===== config.mk =====
export PLATFORM = sky130hd
export DESIGN_NAME = period_monitor
export DESIGN_NICKNAME = d
export VERILOG_FILES = /design/src/rtl/period_monitor_pkg.sv /design/src/rtl/period_monitor_rise_detect.sv /design/src/rtl/period_monitor.sv
export SDC_FILE = /design/constraint.sdc
export NUM_CORES = 1
export LEC_CHECK = 0
export ABC_AREA = 1
export CORE_MARGIN = 4
export CORE_UTILIZATION = 55
export CTS_CLUSTER_SIZE = 30
export DETAILED_ROUTE_END_ITERATION = 7
export GPL_TIMING_DRIVEN = 0
export HOLD_SLACK_MARGIN = 0.12
export PLACE_DENSITY = 0.82
export REMOVE_ABC_BUFFERS = 1
export SKIP_LAST_GASP = 1
export SYNTH_ARGS = -nofsm -noshare
export SYNTH_HDL_FRONTEND = slang
export SYNTH_HIERARCHICAL = 1
export SYNTH_SLANG_ARGS = --single-unit
export TNS_END_PERCENT = 20

===== constraint.sdc =====
create_clock -name CLK -period 3.95 [get_ports CLK]
set_clock_uncertainty 0.1 [all_clocks]
set_input_delay 0.395 -clock CLK [delete_from_list [all_inputs] [get_ports CLK]]
set_output_delay 0.395 -clock CLK [all_outputs]
set_load 0.02 [all_outputs]

===== src/rtl/period_monitor_pkg.sv =====
// ============================================================================
//  Module      : period_monitor_pkg
//  Description : Shared state encoding and default sizing for period_monitor.
//  Revision    : 1.0 - initial release
// ============================================================================
`default_nettype none

package period_monitor_pkg;

    localparam int DEFAULT_WIDTH      = 8;
    localparam int DEFAULT_LOCK_COUNT = 4;

    typedef enum logic [1:0] {
        IDLE      = 2'd0,
        WAIT_EDGE = 2'd1,
        MEASURE   = 2'd2,
        LOCKED    = 2'd3
    } state_e;

endpackage

`default_nettype wire


===== src/rtl/period_monitor_rise_detect.sv =====
// ============================================================================
//  Module      : rise_detect
//  Description : Registers the monitored waveform and flags its rising edges;
//                rise_o is combinational, edge_pulse_o is rise_o delayed by one.
//  Revision    : 1.0 - initial release
// ============================================================================
`default_nettype none

module rise_detect (
    input  logic CLK,
    input  logic NOT_RESET,
    input  logic in_i,
    output logic rise_o,
    output logic edge_pulse_o
);

    logic in_q;
    logic edge_pulse_q;

    assign rise_o       = in_i & ~in_q;
    assign edge_pulse_o = edge_pulse_q;

    always_ff @(posedge CLK or negedge NOT_RESET) begin
        if (!NOT_RESET) begin
            in_q         <= 1'b0;
            edge_pulse_q <= 1'b0;
        end else begin
            in_q         <= in_i;
            edge_pulse_q <= rise_o;
        end
    end

endmodule

`default_nettype wire


===== src/rtl/period_monitor.sv =====
// ============================================================================
//  Module      : period_monitor
//  Description : Measures the rising-edge period of a divided waveform, flags
//                mismatches against an expected period, detects missing edges
//                and reports lock after LOCK_COUNT consecutive matches.
//                Optional macro PERIOD_MONITOR_STICKY_ERR_EN makes mismatch
//                sticky until reset or en=0.
//  Revision    : 1.0 - initial release
// ============================================================================
`default_nettype none

module period_monitor
    import period_monitor_pkg::*;
#(
    parameter int WIDTH      = DEFAULT_WIDTH,
    parameter int LOCK_COUNT = DEFAULT_LOCK_COUNT
) (
    input  logic             CLK,
    input  logic             NOT_RESET,
    input  logic             en,
    input  logic             in,
    input  logic [WIDTH-1:0] expected_period,
    output logic             edge_pulse,
    output logic [WIDTH-1:0] period,
    output logic             period_valid,
    output logic             mismatch,
    output logic             timeout,
    output logic             locked
);

    localparam int               MW       = $clog2(LOCK_COUNT + 1);
    localparam logic [MW-1:0]    LOCK_VAL = MW'(LOCK_COUNT);
    localparam logic [WIDTH-1:0] CNT_MAX  = {WIDTH{1'b1}};
    localparam logic [WIDTH-1:0] CNT_ONE  = WIDTH'(1);

    state_e           state_q;
    logic [WIDTH-1:0] cnt_q;
    logic [MW-1:0]    match_q;
    logic [WIDTH-1:0] period_q;
    logic             period_valid_q;
    logic             mismatch_q;
    logic             timeout_q;

    logic             rise;
    logic             period_ok;
    logic             mismatch_d;
    logic [MW-1:0]    match_d;

    rise_detect u_rise_detect (
        .CLK          (CLK),
        .NOT_RESET    (NOT_RESET),
        .in_i         (in),
        .rise_o       (rise),
        .edge_pulse_o (edge_pulse)
    );

    // cnt_q equals the cycles elapsed since the previous rise, so it is the period
    assign period_ok = (cnt_q == expected_period);
    assign match_d   = (match_q == LOCK_VAL) ? match_q : match_q + 1'b1;

`ifdef PERIOD_MONITOR_STICKY_ERR_EN
    assign mismatch_d = mismatch_q | ~period_ok;
`else
    assign mismatch_d = ~period_ok;
`endif

    assign period       = period_q;
    assign period_valid = period_valid_q;
    assign mismatch     = mismatch_q;
    assign timeout      = timeout_q;
    assign locked       = (state_q == LOCKED);

    always_ff @(posedge CLK or negedge NOT_RESET) begin
        if (!NOT_RESET) begin
            state_q        <= IDLE;
            cnt_q          <= '0;
            match_q        <= '0;
            period_q       <= '0;
            period_valid_q <= 1'b0;
            mismatch_q     <= 1'b0;
            timeout_q      <= 1'b0;
        end else begin
            period_valid_q <= 1'b0;
            timeout_q      <= 1'b0;
            if (!en) begin
                state_q    <= IDLE;
                cnt_q      <= '0;
                match_q    <= '0;
                mismatch_q <= 1'b0;
            end else begin
                case (state_q)
                    IDLE: begin
                        state_q <= WAIT_EDGE;
                    end
                    WAIT_EDGE: begin
                        if (rise) begin
                            cnt_q   <= CNT_ONE;
                            state_q <= MEASURE;
                        end
                    end
                    MEASURE, LOCKED: begin
                        if (rise) begin
                            period_q       <= cnt_q;
                            period_valid_q <= 1'b1;
                            cnt_q          <= CNT_ONE;
                            mismatch_q     <= mismatch_d;
                            if (period_ok) begin
                                match_q <= match_d;
                                if (match_d == LOCK_VAL) begin
                                    state_q <= LOCKED;
                                end
                            end else begin
                                match_q <= '0;
                                state_q <= MEASURE;
                            end
                        end else if (cnt_q == CNT_MAX) begin
                            timeout_q  <= 1'b1;
                            mismatch_q <= 1'b1;
                            match_q    <= '0;
                            cnt_q      <= '0;
                            state_q    <= WAIT_EDGE;
                        end else begin
                            cnt_q <= cnt_q + 1'b1;
                        end
                    end
                    default: begin
                        state_q <= IDLE;
                    end
                endcase
            end
        end
    end

endmodule

`default_nettype wire


# Word-level counts from Yosys, hierarchy flattened
# Index checks and enable logic that the tools add are counted.
# word_totals
ff_bits,26
input_bits,12
output_inout_bits,13
elab_cells,62
# op_classes
addsub,2
n_eq_ne,13
mux,29
bitwise_logic,3
n_reduce_logical,6
# ops
op,count
two-way mux 8 bit,4
two-way mux 3 bit,6
one-hot mux 8 bit (2 select lines),1
two-way mux 2 bit,6
two-way mux 1 bit,11
"adder 8 x 1 -> 8 bit, second input constant",1
equality test 8 bit,1
"equality test 8 bit, second input constant",1
"equality test 3 bit, second input constant",2
"inequality test 3 x 1 -> 1 bit, second input constant",2
one-hot mux 2 bit (3 select lines),1
AND reduction 3 bit,2
"inequality test 5 bit, second input constant",1
"equality test 2 bit, second input constant",2
"inequality test 4 x 3 -> 1 bit, second input constant",1
AND reduction 2 bit,2
"adder 3 x 1 -> 3 bit, second input constant",1
"inequality test 3 x 2 -> 1 bit, second input constant",1
"equality test 2 x 1 -> 1 bit, second input constant",1
logical NOT 2 bit,1
"inequality test 2 x 1 -> 1 bit, second input constant",1
inverter 1 bit,2
OR reduction 2 bit,1
bitwise AND 1 bit,1

# Longest topological paths before layout
# logic_depth
word_depth,8
mapped_depth,10
mapped_depth_nobuf,10

# By module
# The synthesis kept the hierarchy.
# modules_own_cells
mod,instances,cells_per_inst,area_each_um2,seq_area_each_um2
period_monitor,1,209,1493.9,600.6
rise_detect,1,4,60.1,50.0

# Worst setup path after synthesis
# Ideal clock, no wire load.
# synth_timing
path_kind,in2reg
from,input in
to,register cnt_q[7]
setup_ns,0.118
t_arrival_ns,1.270
required_time_ns,3.732
setup_slack_ns,2.461
cell_stages,8
n_path_buf,0
path_cell_list,inv_1 -> nor2_2 -> nand2_1 -> nand2_4 -> nand4_2 -> nor2_2 -> xor2_1 -> nor2_1
# synth_via
elab_chain_cells,4
elab_cells_between_ends,6
classes_between,1 x eq/ne; 3 x mux; 1 x bitwise; 1 x reduce/logical
# synth_rtl
element,line,rtl
"start, declared",period_monitor.sv:21,"input logic in,"
bitwise AND 1 bit (*),period_monitor_rise_detect.sv:20,assign rise_o = in_i & ~in_q;
net rise,period_monitor.sv:44,logic rise;
two-way mux 8 bit,period_monitor.sv:102,if (rise) begin
one-hot mux 8 bit (2 select lines),period_monitor.sv:91,case (state_q)
two-way mux 8 bit,period_monitor.sv:85,if (!en) begin
"end signal, assigned",period_monitor.sv:123,cnt_q <= cnt_q + 1'b1;
"end, declared",period_monitor.sv:37,logic [WIDTH-1:0] cnt_q;
# Mark *: on every way through the listed nets, which the timed path passes. The rest lies on a longest branch.
# A chain may end at the register's enable or synchronous reset.

# Final worst setup path
# layout_timing
from,register state_q[1]
to,output locked
# layout_via
elab_chain_cells,1
# layout_rtl
element,line,rtl
"start, declared",period_monitor.sv:36,state_e state_q;
"start signal, assigned",period_monitor.sv:75,state_q <= IDLE;
"start signal, assigned",period_monitor.sv:86,state_q <= IDLE;
"start signal, assigned",period_monitor.sv:93,state_q <= WAIT_EDGE;
equality test 2 bit,period_monitor.sv:71,assign locked = (state_q == LOCKED);
"end, declared",period_monitor.sv:28,output logic locked
# Every way passes these cells.

==> impl_metrics.prom <==
# TYPE chip_impl_metric gauge
chip_impl_metric{name="gpl.final_weighted_congestion",unit=""} 0.796
chip_impl_metric{name="synthDistinctLibCells",unit=""} 26
chip_impl_metric{name="max-slew-margin-rel",unit="%"} 23.4
chip_impl_metric{name="place.detailed.hpwl",unit="um"} 2220
chip_impl_metric{name="nets",unit=""} 255
chip_impl_metric{name="cts-resized-gates",unit=""} 0
chip_impl_metric{name="htreeDepth",unit=""} 1
chip_impl_metric{name="total_clock_buffers_created_by_cts",unit=""} 3
chip_impl_metric{name="post_route_cells_drive_above_1_share",unit="%"} 10.9
chip_impl_info{name="worstReg2RegEnd",value="cnt_q[7]$_DFFE_PN0P_"} 1
chip_impl_metric{name="floorplan_die_width",unit="um"} 61.2
chip_impl_metric{name="placementRows",unit=""} 19
chip_impl_info{name="cts_tree",value="built"} 1
chip_impl_metric{name="route.antenna.remaining_nets",unit=""} 0
chip_impl_info{name="setup.worst_path.class",value="reg2out"} 1
chip_impl_metric{name="clock_tree.buffer_depth",unit=""} 2
chip_impl_metric{name="pin_count_of_the_biggest_net_entering_global_routing",unit=""} 27
chip_impl_info{name="cpLargestDelayFamily",value="buffers and inverters"} 1
chip_impl_metric{name="critPathRequiredTime",unit="ns"} 3.45
chip_impl_metric{name="fmax",unit="MHz"} 460
chip_impl_metric{name="syn-mean-instance-area",unit="um2"} 7.30
chip_impl_info{name="start_point_of_the_critical_path",value="state_q[1]$_DFFE_PN0P_"} 1
chip_impl_metric{name="cp_depth",unit=""} 3
chip_impl_info{name="run_status",value="completed"} 1
chip_impl_info{name="clock-root-buffer",value="clkbuf_4"} 1
chip_impl_metric{name="worst_r2r_path_depth",unit=""} 7
chip_impl_metric{name="worstMarginPinSlew",unit="ns"} 1.15
chip_impl_metric{name="netlist_area",unit="um2"} 1550
chip_impl_metric{name="place_area",unit="um2"} 1810
chip_impl_metric{name="detail_route.vias_per_cell",unit=""} 4.83
chip_impl_metric{name="worst_ep_arrival_time",unit="ns"} 1.68
chip_impl_metric{name="drv_slew",unit=""} 0
chip_impl_metric{name="fin_area",unit="um2"} 1870
chip_impl_metric{name="dpl_worst_slack",unit="ns"} 1.81
chip_impl_metric{name="numPortBuffers",unit=""} 24
chip_impl_metric{name="grt_pass1_vias",unit=""} 1209
chip_impl_metric{name="finalWorstSetupSlack",unit="ns"} 1.78
chip_impl_metric{name="detailroute.wirelength.met2",unit="um"} 1330
chip_impl_metric{name="grt_antenna_before_repair",unit=""} 0
chip_impl_metric{name="final.period_utilization",unit="%"} 55.0
chip_impl_metric{name="leakage_component_of_the_power",unit="nW"} 0.932
chip_impl_metric{name="pwr_density_cell",unit="nW/um2"} 386
chip_impl_metric{name="reg2reg_slack",unit="ns"} 2.32
chip_impl_info{name="maxUsedRoutingLayer",value="met4"} 1
chip_impl_metric{name="first_pass_iters",unit=""} 4
chip_impl_metric{name="cts.repair_timing.setup_buffer_count",unit=""} 0
chip_impl_metric{name="period_minus_slack",unit="ns"} 2.17
chip_impl_metric{name="peakVddDrop",unit="mV"} 0.319
chip_impl_metric{name="cp_slowest_stage_delay",unit="ns"} 0.60
chip_impl_metric{name="holdWs",unit="ns"} 0.366
chip_impl_metric{name="route.met3.wl",unit="um"} 109
chip_impl_metric{name="yosys_register_bits",unit=""} 26
chip_impl_metric{name="routed_wire_length_per_instance",unit="um"} 10.8
chip_impl_metric{name="cts.sinks",unit=""} 26
chip_impl_metric{name="global_route.overflow_total",unit=""} 0
chip_impl_metric{name="worstPathBufferInverterCount",unit=""} 2
chip_impl_metric{name="cap_violations",unit=""} 0
chip_impl_metric{name="fp.coreArea",unit="um2"} 2730
chip_impl_metric{name="via_count",unit=""} 1305
chip_impl_metric{name="diodes",unit=""} 0
chip_impl_metric{name="post-route-util",unit="%"} 68.3
chip_impl_info{name="cp-start-kind",value="flop"} 1
chip_impl_metric{name="global_route_wire_length_before_repair",unit="um"} 4950
chip_impl_info{name="critical_path_cell_by_cell",value="nand2_1, inv_1, clkdlybuf4s50_1"} 1
chip_impl_metric{name="finalSetupViolations",unit=""} 0
chip_impl_metric{name="die_h",unit="um"} 61.2
chip_impl_metric{name="route.final.wire_length",unit="um"} 2910
chip_impl_metric{name="areaGrowthSynthToFinish",unit="%"} 20.1
chip_impl_metric{name="timing.critical_path.fanout_max",unit=""} 9
chip_impl_info{name="worstHoldPathType",value="reg2reg"} 1
chip_impl_info{name="critPathCapture",value="locked"} 1
chip_impl_info{name="regToRegStartpoint",value="u_rise_detect/in_q$_DFF_PN0_"} 1
chip_impl_metric{name="holdBufCountCts",unit=""} 0
chip_impl_metric{name="timing.setup.tns",unit="ns"} 0
chip_impl_metric{name="overall_global_routing_usage",unit="%"} 17.8
chip_impl_metric{name="remaining_design_rule_violation_count",unit=""} 0
chip_impl_metric{name="seq_area_frac_synth",unit="%"} 41.9
chip_impl_metric{name="fp.dieArea",unit="um2"} 3740
chip_impl_metric{name="yosys_warnings",unit=""} 6
chip_impl_info{name="worstSetupEndpointType",value="primary output"} 1
chip_impl_metric{name="netlist_instances",unit=""} 213
chip_impl_metric{name="worstSkewPairLatency",unit="ns"} 0.33
chip_impl_metric{name="initial_utilization",unit="%"} 56.8
chip_impl_metric{name="io-pin-count",unit=""} 25
chip_impl_metric{name="hold_viol_final",unit=""} 0
chip_impl_metric{name="clkTransAtPathRegs",unit="ns"} 0.14
chip_impl_metric{name="initialDrtViolationCount",unit=""} 56
chip_impl_info{name="unrepaired_setup_endpoints_after_global_routing",value="false"} 1
chip_impl_info{name="worst_path_max_delay_cell",value="dfrtp_1"} 1
chip_impl_metric{name="route.layer.met1.wl",unit="um"} 1400
## power breakdown
| part | switching, W | internal (W) | leakage [nW] |
|---|---|---|---|
| combinational | 0.000126 | 0.0000845 | 0.551 |
| clock | 0.0000816 | 0.000103 | 0.0279 |
| sequential | 0.0000317 | 0.000294 | 0.353 |
## worst min-delay path by stage
| stage | start | to | slack, ns | cells past startpoint |
|---|---|---|---|---|
| 6_report | u_rise_detect/in_q$_DFF_PN0_ | u_rise_detect/edge_pulse_o$_DFF_PN0_ | 0.37 | 1 |
| 5_1_grt | u_rise_detect/in_q$_DFF_PN0_ | u_rise_detect/edge_pulse_o$_DFF_PN0_ | 0.41 | 1 |
| 4_1_cts | u_rise_detect/in_q$_DFF_PN0_ | u_rise_detect/edge_pulse_o$_DFF_PN0_ | 0.37 | 1 |
| 3_5_place_dp | u_rise_detect/in_q$_DFF_PN0_ | u_rise_detect/edge_pulse_o$_DFF_PN0_ | 0.35 | 1 |
| 3_3_place_gp | u_rise_detect/in_q$_DFF_PN0_ | u_rise_detect/edge_pulse_o$_DFF_PN0_ | 0.35 | 1 |
| 2_1_floorplan | NOT_RESET | cnt_q[0]$_DFFE_PN0P_ | -0.0006 | 0 |
## synth_stat cells
library cell | n | area (um2)
nand2_1 | 77 | 289
inv_1 | 32 | 120
dfrtp_1 | 26 | 651
nor2_1 | 15 | 56.3
o21ai_0 | 12 | 60.1
inv_2 | 6 | 22.5
nand3_1 | 6 | 30.0
nor2_2 | 5 | 31.3
o21ai_1 | 4 | 20.0
a21oi_1 | 3 | 15.0
ha_1 | 3 | 37.5
nand4_1 | 3 | 18.8
nor2_4 | 3 | 33.8
nor3_1 | 3 | 15.0
xor2_1 | 3 | 26.3
nand2_2 | 2 | 12.5
a21oi_4 | 1 | 16.3
buf_4 | 1 | 7.51
buf_6 | 1 | 11.3
nand2_4 | 1 | 11.3
nand3_2 | 1 | 10.0
nand3b_1 | 1 | 7.51
nand4_2 | 1 | 12.5
nor2_8 | 1 | 20.0
nor3_2 | 1 | 10.0
xnor2_1 | 1 | 8.76
## per-layer routing
layer / track usage (%) / vias up
met5: 0 / -
met4: 8.98 / 0
met3: 2.10 / 6
met2: 29.5 / 23
met1: 23.0 / 574
li1: - / 702
## sequential cells by signal, indices dropped and copies added (netlist names)
register,count
cnt_q,8
match_q,3
mismatch,1
period,8
period_valid,1
state_q,2
timeout,1
u_rise_detect/edge_pulse_o,1
u_rise_detect/in_q,1
## metrics by stage
stage | total power [W] | instances
finish | 0.000721 | 270
global route | 0.000770 | 270
CTS | 0.000730 | 270
floorplan | 0.000466 | 211
detailed placement | 0.000544 | 266
global placement | 0.000540 | 266
## layout make-up
type,instances,area (um2)
sequential,26,651
clock inverter,1,30.0
inverter,38,143
fill,245,867
timing repair buffer,24,240
clock buffer,3,22.5
multi-input combinational,147,742
tap,31,38.8
## cell usage in the layout, fill, tap and decap left out, types with 4 or more instances in the layout
master	count
nor2_1	15
o21ai_1	4
dfrtp_1	26
o21ai_0	12
nand3_1	6
nor2_2	5
inv_2	6
nand2_1	77
inv_1	32
clkdlybuf4s50_1	24
## cell families after synthesis
logic type               count (synthesis)  share of synthesized area [%]
AO/OA/AOI/OAI                           20                           7.17
XOR/XNOR                                 4                           2.25
adder cells (fa/ha/maj)                  3                           2.42
buffers and inverters                   40                           10.4
flip-flops                              26                           41.9
AND/OR/NAND/NOR                        120                           35.9
No activity file was read; power rests on OpenSTA's default activity.
